[src/rtl/fall_timer_pkg.sv]
// rtl/fall_timer_pkg.sv - shared constants for the fall_timer interval timer
//
// Purpose: opcode encodings, status byte bit positions and read-select
//          values shared by the timer top level, its prescaler and users.
// Ports:   none (package).
package fall_timer_pkg;

  localparam logic [3:0] OP_NOP   = 4'd0;
  localparam logic [3:0] OP_LDQ   = 4'd1;
  localparam logic [3:0] OP_LDP   = 4'd2;
  localparam logic [3:0] OP_LDC   = 4'd3;
  localparam logic [3:0] OP_START = 4'd4;
  localparam logic [3:0] OP_STOP  = 4'd5;
  localparam logic [3:0] OP_ACK   = 4'd6;
  localparam logic [3:0] OP_RDC   = 4'd7;
  localparam logic [3:0] OP_RDS   = 4'd8;

  localparam int ST_EXPIRED = 0;
  localparam int ST_RUNNING = 1;
  localparam int ST_OVERRUN = 2;
  localparam int ST_BADOP   = 3;

  localparam logic RSEL_COUNT  = 1'b0;
  localparam logic RSEL_STATUS = 1'b1;

  // Status byte: {4'b0, badop, overrun, running, expired}
  function automatic logic [7:0] status_byte(input logic badop, input logic overrun,
                                             input logic running, input logic expired);
    logic [7:0] s;
    s = 8'h00;
    s[ST_BADOP]   = badop;
    s[ST_OVERRUN] = overrun;
    s[ST_RUNNING] = running;
    s[ST_EXPIRED] = expired;
    return s;
  endfunction

endpackage

[src/rtl/fall_timer_if.sv]
// rtl/fall_timer_if.sv - instruction bus / read-back bundle of fall_timer
//
// Purpose: groups the sequencer instruction strobe and the timer read-back.
// Signals: inst[11:0]  instruction word (opcode [11:8], immediate [7:0])
//          inst_en     instruction strobe
//          result[7:0] registered read-back value
//          expired     registered sticky expiry flag
interface fall_timer_if;
  logic [11:0] inst;
  logic        inst_en;
  logic [7:0]  result;
  logic        expired;

  modport master (output inst, output inst_en, input result, input expired);
  modport slave  (input inst, input inst_en, output result, output expired);
endinterface

[src/rtl/timer_prescaler.sv]
// rtl/timer_prescaler.sv - 8-bit reloadable prescaler down-counter
//
// Purpose: divides the clock by (reload_value + 1) while run is high.
// Ports:   clock        peripheral clock
//          reset        asynchronous active-low reset
//          load         force counter to load_value (wins over counting)
//          load_value   value taken on load
//          reload_value value taken after the counter reaches zero
//          run          count enable
//          tick         one-cycle pulse on the cycle the counter wraps
module timer_prescaler (
  input  logic       clock,
  input  logic       reset,
  input  logic       load,
  input  logic [7:0] load_value,
  input  logic [7:0] reload_value,
  input  logic       run,
  output logic       tick
);

  logic [7:0] cnt;

  // A load in the wrap cycle discards that tick.
  assign tick = run && !load && (cnt == 8'd0);

  always_ff @(posedge clock or negedge reset) begin
    if (!reset) begin
      cnt <= 8'd0;
    end else if (load) begin
      cnt <= load_value;
    end else if (run) begin
      if (cnt == 8'd0) cnt <= reload_value;
      else             cnt <= cnt - 8'd1;
    end
  end

endmodule

[src/rtl/fall_timer.sv]
// rtl/fall_timer.sv - programmable interval timer on the sequencer instruction bus
//
// Purpose: decodes 12-bit timer instructions, runs a prescaled period
//          counter and reports a sticky expiry flag plus a read-back byte.
// Ports:   clock  peripheral clock
//          reset  asynchronous active-low reset
//          bus    fall_timer_if.slave (inst, inst_en in; result, expired out)
module fall_timer
  import fall_timer_pkg::*;
(
  input  logic         clock,
  input  logic         reset,
  fall_timer_if.slave  bus
);

  logic [3:0] op;
  logic [7:0] imm;
  logic       is_ldq, is_ldp, is_ldc, is_start, is_stop, is_ack, is_rdc, is_rds, is_bad;

  logic [7:0] presc_rl;
  logic [7:0] period_rl;
  logic [7:0] count;
  logic       running;
  logic       expired_q;
  logic       overrun;
  logic       badop;
  logic       rsel;
  logic [7:0] result_q;

  logic       presc_load;
  logic [7:0] presc_load_value;
  logic       presc_run;
  logic       tick;
  logic       expiry;

  assign op  = bus.inst[11:8];
  assign imm = bus.inst[7:0];

  always_comb begin
    is_ldq   = 1'b0;
    is_ldp   = 1'b0;
    is_ldc   = 1'b0;
    is_start = 1'b0;
    is_stop  = 1'b0;
    is_ack   = 1'b0;
    is_rdc   = 1'b0;
    is_rds   = 1'b0;
    is_bad   = 1'b0;
    if (bus.inst_en) begin
      case (op)
        OP_NOP:   ;
        OP_LDQ:   is_ldq   = 1'b1;
        OP_LDP:   is_ldp   = 1'b1;
        OP_LDC:   is_ldc   = 1'b1;
        OP_START: is_start = 1'b1;
        OP_STOP:  is_stop  = 1'b1;
        OP_ACK:   is_ack   = 1'b1;
        OP_RDC:   is_rdc   = 1'b1;
        OP_RDS:   is_rds   = 1'b1;
        default:  is_bad   = 1'b1;
      endcase
    end
  end

  // LDQ loads the immediate; START restarts from the stored reload value.
  assign presc_load       = is_ldq || is_start;
  assign presc_load_value = is_ldq ? imm : presc_rl;
  // A STOP in the tick cycle must discard the tick, so gate run here.
  assign presc_run        = running && !is_stop;

  timer_prescaler u_prescaler (
    .clock        (clock),
    .reset        (reset),
    .load         (presc_load),
    .load_value   (presc_load_value),
    .reload_value (presc_rl),
    .run          (presc_run),
    .tick         (tick)
  );

  // An LDC in the tick cycle replaces the tick's effect on count.
  assign expiry = tick && !is_ldc && (count == 8'd0);

  always_ff @(posedge clock or negedge reset) begin
    if (!reset) begin
      presc_rl  <= 8'd0;
      period_rl <= 8'd0;
      count     <= 8'd0;
      running   <= 1'b0;
      expired_q <= 1'b0;
      overrun   <= 1'b0;
      badop     <= 1'b0;
      rsel      <= RSEL_COUNT;
      result_q  <= 8'd0;
    end else begin
      if (is_ldq) presc_rl  <= imm;
      if (is_ldp) period_rl <= imm;

      if (is_ldc) begin
        count <= imm;
      end else if (tick) begin
        if (count == 8'd0) count <= period_rl;
        else               count <= count - 8'd1;
      end

      if (is_start)     running <= 1'b1;
      else if (is_stop) running <= 1'b0;

      // Expiry beats a same-cycle ACK for expired; ACK still clears overrun.
      if (expiry)      expired_q <= 1'b1;
      else if (is_ack) expired_q <= 1'b0;

      if (is_ack)                     overrun <= 1'b0;
      else if (expiry && expired_q)   overrun <= 1'b1;

      if (is_bad) badop <= 1'b1;

      if (is_rdc)      rsel <= RSEL_COUNT;
      else if (is_rds) rsel <= RSEL_STATUS;

      // Read-back samples the live state, so it trails any change by a cycle.
      result_q <= (rsel == RSEL_STATUS) ? status_byte(badop, overrun, running, expired_q)
                                        : count;
    end
  end

  assign bus.result  = result_q;
  assign bus.expired = expired_q;

endmodule

[src/flat_wrapper.sv]
// flat-port wrapper written by rule: the top's interface ports become plain ports
module fall_timer_flat import fall_timer_pkg::*;
  (clock, reset, bus_inst, bus_inst_en, bus_result, bus_expired);
  fall_timer_if bus_i ();
  input  logic clock;
  input  logic reset;
  input wire logic [$bits(bus_i.inst)-1:0] bus_inst;
  input wire logic [$bits(bus_i.inst_en)-1:0] bus_inst_en;
  output wire logic [$bits(bus_i.result)-1:0] bus_result;
  output wire logic [$bits(bus_i.expired)-1:0] bus_expired;
  assign bus_i.inst = bus_inst;
  assign bus_i.inst_en = bus_inst_en;
  assign bus_result = bus_i.result;
  assign bus_expired = bus_i.expired;
  fall_timer u_core (.clock(clock), .reset(reset), .bus(bus_i));
endmodule
[config.mk]
export PLATFORM = sky130hd
export DESIGN_NAME = fall_timer_flat
export DESIGN_NICKNAME = d
export VERILOG_FILES = /design/src/rtl/fall_timer_pkg.sv /design/src/rtl/fall_timer_if.sv /design/src/rtl/timer_prescaler.sv /design/src/rtl/fall_timer.sv /design/src/flat_wrapper.sv
export SDC_FILE = /design/constraint.sdc
export NUM_CORES = 1
export LEC_CHECK = 0
export ABC_AREA = 0
export BUFFER_PORTS_ARGS = -buffer_cell sky130_fd_sc_hd__buf_2
export CAP_MARGIN = 25
export CORE_ASPECT_RATIO = 1.2
export CORE_MARGIN = 2
export CORE_UTILIZATION = 48
export CTS_CLUSTER_SIZE = 25
export DETAILED_ROUTE_END_ITERATION = 8
export PLACE_DENSITY_LB_ADDON = 0.25
export SETUP_SLACK_MARGIN = 0.02
export SYNTH_ARGS = -nofsm -noshare
export SYNTH_HDL_FRONTEND = slang
export SYNTH_SLANG_ARGS = --single-unit
[constraint.sdc]
create_clock -name clock -period 4.95 [get_ports clock]
set_input_delay 0.2475 -clock clock [delete_from_list [all_inputs] [get_ports clock]]
set_output_delay 0.2475 -clock clock [all_outputs]
set_load 0.03 [all_outputs]
# Word-level counts from Yosys, hierarchy flattened
# Index checks and enable logic that the tools add are counted.
# Widths: inputs -> output; s select.
classes:
  addsub: 2
  n_eq_ne: 8
  muxes: 34
  reduce_logical: 20
ops:
  columns: ["cell", "count"]
  rows:
  - ["$mux 8", 8]
  - ["$mux 1", 26]
  - ["$eq 4x3->1 const B", 4]
  - ["$logic_not 8->1", 2]
  - ["$sub 8x1->8 const B", 2]
  - ["$reduce_bool 2->1", 6]
  - ["$reduce_or 9->1", 1]
  - ["$eq 4x2->1 const B", 2]
  - ["$logic_and 1x1->1", 6]
  - ["$eq 4x1->1 const B", 1]
  - ["$eq 4x4->1 const B", 1]
  - ["$logic_not 4->1", 1]
  - ["$logic_not 1->1", 3]
  - ["$logic_or 1x1->1", 1]
word_totals:
  ff_bits: 45
  out_inout_bits: 9
  wordCells: 74

# Depth between registers and ports, before layout
logic_depth:
  word_depth: 12
  ltp_mapped: 7

# Modules after synthesis
# From an unflattened synthesis, not the netlist that was laid out.
unflattened:
  hier_cells: 226
  hier_area_um2: 2421.1
modules_own_cells:
  columns: ["mod", "n_inst", "cells_per_inst", "area_each_um2"]
  rows:
  - ["fall_timer", 1, 154, 1784.2]
  - ["timer_prescaler", 1, 72, 636.9]

# Worst setup path after synthesis
# Ideal clock, no wire load.
synth_path:
  path_type: "register -> register"
  startpoint: "register u_core.u_prescaler.cnt[0]"
  endpoint: "register u_core.u_prescaler.cnt[7]"
  arrival_time_ns: 1.749
  setup_slack_ns: 3.106
  stages_incl_launch_ff: 8
  path_buffers: 1
  period_less_slack_ns: 1.844
  path_cell_list: "dfrtp_1 -> inv_1 -> ha_1 -> or4b_4 -> buf_6 -> a2111oi_1 -> a211oi_1 -> nor4_2"
synth_via:
  elab_chain_len: 4
  word_cells_on_any_way: 5
  classes_between: "add/sub: 1; mux: 3; reduce/logical: 1"
synth_rtl:
  columns: ["element", "line", "source"]
  rows:
  - ["from (decl)", "timer_prescaler.sv:21", "logic [7:0] cnt;"]
  - ["from (signal assigned)", "timer_prescaler.sv:30", "cnt <= load_value;"]
  - ["from (signal assigned)", "timer_prescaler.sv:32", "if (cnt == 8'd0) cnt <= reload_value;"]
  - ["from (signal assigned)", "timer_prescaler.sv:33", "else cnt <= cnt - 8'd1;"]
  - ["$sub 8x1->8 or $logic_not 8->1 (tied branches)", "timer_prescaler.sv:33, timer_prescaler.sv:32", null]
  - ["$mux 8 *", "timer_prescaler.sv:32", null]
  - ["$mux 8 *", "timer_prescaler.sv:31", "end else if (run) begin"]
  - ["$mux 8 *", "timer_prescaler.sv:29", "end else if (load) begin"]
# Mark *: on every way between the ends. The rest lies on a longest branch, timed or not. The select of a mux whose other input is x is not followed.
# A chain may end at the register's enable or synchronous reset.

# Worst setup path after layout
layout_path:
  startpoint: "register u_core.u_prescaler.cnt[0]"
  endpoint: "register u_core.count[6]"
layout_via:
  elab_chain_len: 3
layout_rtl:
  columns: ["element", "line", "source"]
  rows:
  - ["$logic_not 8->1", "timer_prescaler.sv:24", "assign tick = run && !load && (cnt == 8'd0);"]
  - ["$logic_and 1x1->1", "timer_prescaler.sv:24", null]
  - ["$reduce_bool 2->1 (no line)", null, null]
  - ["to (signal assigned)", "fall_timer.sv:100", "count <= imm;"]
  - ["to (signal assigned)", "fall_timer.sv:102", "if (count == 8'd0) count <= period_rl;"]
  - ["to (signal assigned)", "fall_timer.sv:103", "else count <= count - 8'd1;"]
  - ["to (decl)", "fall_timer.sv:22", "logic [7:0] count;"]
# No other way between the ends.

==> impl_metrics.tcl <==
set metrics [dict create \
    run_status "completed" \
    crit_chain "inv_1 -> ha_1 -> nor4b_4 -> o2111ai_1 -> or4_1 -> a31oi_1" \
    areaGrowthSynthToFinish_pct 10.7 \
    tightestPinTransition_ps 910 \
    dpl.hpwl_um 4470 \
    finalSetupViolations 0 \
    route.layer.met1.wl_um 2590 \
    globalplace.congestion 0.889 \
    tritoncts_clock_tree "yes" \
    numCtsBuffers 5 \
    yosys_warnings 0 \
    clk-insertion-delay-late_ps 310 \
    synth_top_area_cell "dfrtp_1" \
    critPathLaunchType "register" \
    maximum_number_of_buffers_from_clock_root_to_sink 2 \
    grt_overflow_total 0 \
    detailroute.via_count 2104 \
    slew_headroom_pct 39.3 \
    grt_usage_pct 22.6 \
    grt_start_max_net_pins 46 \
    final-instance-count-excl-fill 338 \
    netlist_top_cells_count "45 x dfrtp_1, 16 x o21ai_0, 15 x nand2_1" \
    yosys_most_used_dff "dfrtp_1" \
    met2_wl_um 3290 \
    count_of_unresolved_drc_violations_after_routing 0 \
    end_kind "register" \
    drt-vias-per-instance 6.22 \
    met3RoutedLength_um 209 \
    comb_power_share_pct 32.4 \
    final.setup.worst_slack_ps 2560 \
    clock_skew_ps 9.79 \
    post-cts-setup-buffer-count 0 \
    timing.setup.critical_path_class "register to register" \
    full_die_area_um2 5910 \
    tritoncts_num_sinks 45 \
    post-synth-top-count-cell "dfrtp_1" \
    avgSynthCellArea_um2 9.95 \
    power.switching_fraction_pct 36.8 \
    timing.reg2reg.setup_slack_ps 2560 \
    drt_first_pass_iters 4 \
    timing.final.crit_share_pct 48.3 \
    postSynthRegisterBits 45 \
    cellInternalPower_w 0.000811 \
    portBuffers 23 \
    fp.coreArea_um2 5190 \
    total_leakage_power_nw 1.20 \
    worst-endpoint-required_ps 5180 \
    floorplan.die.height_um 83.8 \
    via_count_of_the_first_global_routing_pass 2041 \
    synth-seq-area-share_pct 44.2 \
    power_frac_clock_pct 23.1 \
    vdd_drop_max_mv 0.251 \
    routed_wl_um 6170 \
    timing.critical_path.slowest_cell_delay_ps 650 \
    drt_iter0_drc 214 \
    highest-signal-layer "met4" \
    post-place-cells 328 \
    root_buffer "clkbuf_8" \
    hold_path.class "input pin to register" \
    rsz_0062_raised_after_global_routing "false" \
    wl_per_cell_um 18.3 \
    critPathMaxFanout 11 \
    final_core_utilization_pct 54.3 \
    mappedNetlistArea_um2 2550 \
    post_cts_resize_count 0 \
    synth.distinct_cells 56 \
    fp_rows 29 \
    ctsHoldBuffers 0 \
    ant_nets 0 \
    report.final.hold_viol_count 0 \
    layout-drive-gt1-share_pct 18.8 \
    setup-tns-final_ps 0 \
    async_reset_ff_share_pct 100 \
    nNetsFinal 294 \
    final_max_slew_viol_count 0 \
    initial_core_util_pct 49.1 \
    seqPwrFrac_pct 44.5 \
    worst_path_max_delay_cell "or4_1" \
    number_of_flops_mapped_to_enable_cells_by_yosys 0 \
    post_synth_inst_count 256 \
    num_antenna_cells 0 \
    clk_transition_reported_paths_ps 90 \
    grt_first_pass_wirelength_um 10500 \
    max_cap_viol_count 0 \
    total_switching_power_w 0.000472 \
    layout_min_cycle_time_ps 2390 \
    synthDominantCellAreaShare_pct 44.2 \
    power.density_cell_area_nw_per_um2 455 \
    syn_nets 275 \
    io-pin-count 24 \
    synth_top_cells_by_area "dfrtp_1 44%, mux2_2 5.3%, o21ai_0 3.1%, nor3_1 2.8%, a211oi_1 2.4%" \
    arrival_time_of_data_at_the_critical_path_endpoint_ps 2630 \
    antenna_found_initial 0 \
    floorplan.die.width_um 70.5 \
    fmax_mhz 418 \
    placement.setup.worst_slack_ps 2570 \
    htreeDepth 2 \
]
power groups by stage:
stage,clock network (W),registers [W],logic (W)
2_1_floorplan,0,0.000537,0.000341
3_3_place_gp,0,0.000570,0.000408
4_1_cts,0.000301,0.000565,0.000413
6_report,0.000296,0.000570,0.000416
5_1_grt,0.000316,0.000585,0.000470
3_5_place_dp,0,0.000572,0.000411
metrics by stage:
step / hold WS, ps / instance area [µm²] / power (W)
6_report: 192 / 2820 / 0.00128
2_1_floorplan: -48.1 / 2550 / 0.000878
5_1_grt: 188 / 2820 / 0.00137
3_5_place_dp: 479 / 2670 / 0.000983
4_1_cts: 146 / 2790 / 0.00128
3_3_place_gp: 448 / 2670 / 0.000977
registers in the layout, indices dropped and copies added (netlist names):
name	count
u_core.overrun	1
u_core.rsel	1
u_core.period_rl	8
u_core.u_prescaler.cnt	8
u_core.bus.expired	1
u_core.badop	1
u_core.count	8
u_core.running	1
u_core.presc_rl	8
u_core.bus.result	8
worst paths after layout:
| check | to | start | depth (start not counted) |
|---|---|---|---|
| setup / recovery | u_core.count[6] | u_core.u_prescaler.cnt[0] | 6 |
| hold / removal | u_core.period_rl[2] | bus_inst[2] | 2 |
| setup reg to reg | u_core.count[6] | u_core.u_prescaler.cnt[0] | 6 |
| hold reg to reg | u_core.badop | u_core.badop | 1 |
| max in group asynchronous | u_core.u_prescaler.cnt[1] | reset | 3 |
| min in group asynchronous | u_core.bus.result[3] | reset | 2 |
critical path, delay by kind of cell (launching register included):
kind,cells,cell delay [ps]
fa+ha+maj,1,180
buf+inv,1,110
flops,1,410
compound gates,2,680
simple gates,2,950
final cells by class:
class                   instances  area [µm²]
clock buffers                   6        82.6
clock inverters                 2        37.5
multi-input cells             187        1310
flip-flops and latches         45        1130
fillers                       459        2370
inverters                      11        41.3
well taps                      62        77.6
repair buffers                 25         145
kinds of logic (layout without fill, tap and decap cells):
kind of cell / after synthesis / in the layout / synth area share, %
compound gates: 75 / 75 / 20.1
xor+xnor: 5 / 5 / 1.72
mux: 18 / 18 / 7.72
flops: 45 / 45 / 44.2
buf+inv: 24 / 44 / 4.42
simple gates: 85 / 85 / 19.9
fa+ha+maj: 4 / 4 / 1.97
layer usage:
metal,GRT usage (%),vias up
li1,-,994
met1,28.9,1047
met2,38.9,56
met3,2.78,7
met4,8.57,0
met5,0,-
layout by cell type (no fill, tap or decap), types with 3 or more instances in the layout:
| cell type | synthesis | layout |
|---|---|---|
| a31oi_1 | 9 | 9 |
| nor3_1 | 14 | 14 |
| nor3b_1 | 3 | 3 |
| mux2i_1 | 5 | 5 |
| a21oi_1 | 8 | 8 |
| xnor2_1 | 4 | 4 |
| o21ai_0 | 16 | 16 |
| a211oi_1 | 8 | 8 |
| or3_1 | 5 | 5 |
| nand2_1 | 15 | 15 |
| buf_2 | 6 | 23 |
| mux2_2 | 12 | 12 |
| ha_1 | 4 | 4 |
| nor2_1 | 14 | 14 |
| o21ai_1 | 5 | 5 |
| nand2b_1 | 6 | 6 |
| dfrtp_1 | 45 | 45 |
| inv_1 | 11 | 11 |
| a221o_1 | 3 | 3 |
| clkbuf_8 | 0 | 6 |
| nand3_1 | 5 | 5 |
| nor2b_1 | 5 | 5 |
Note: power is estimated with default switching activity, not from simulation.
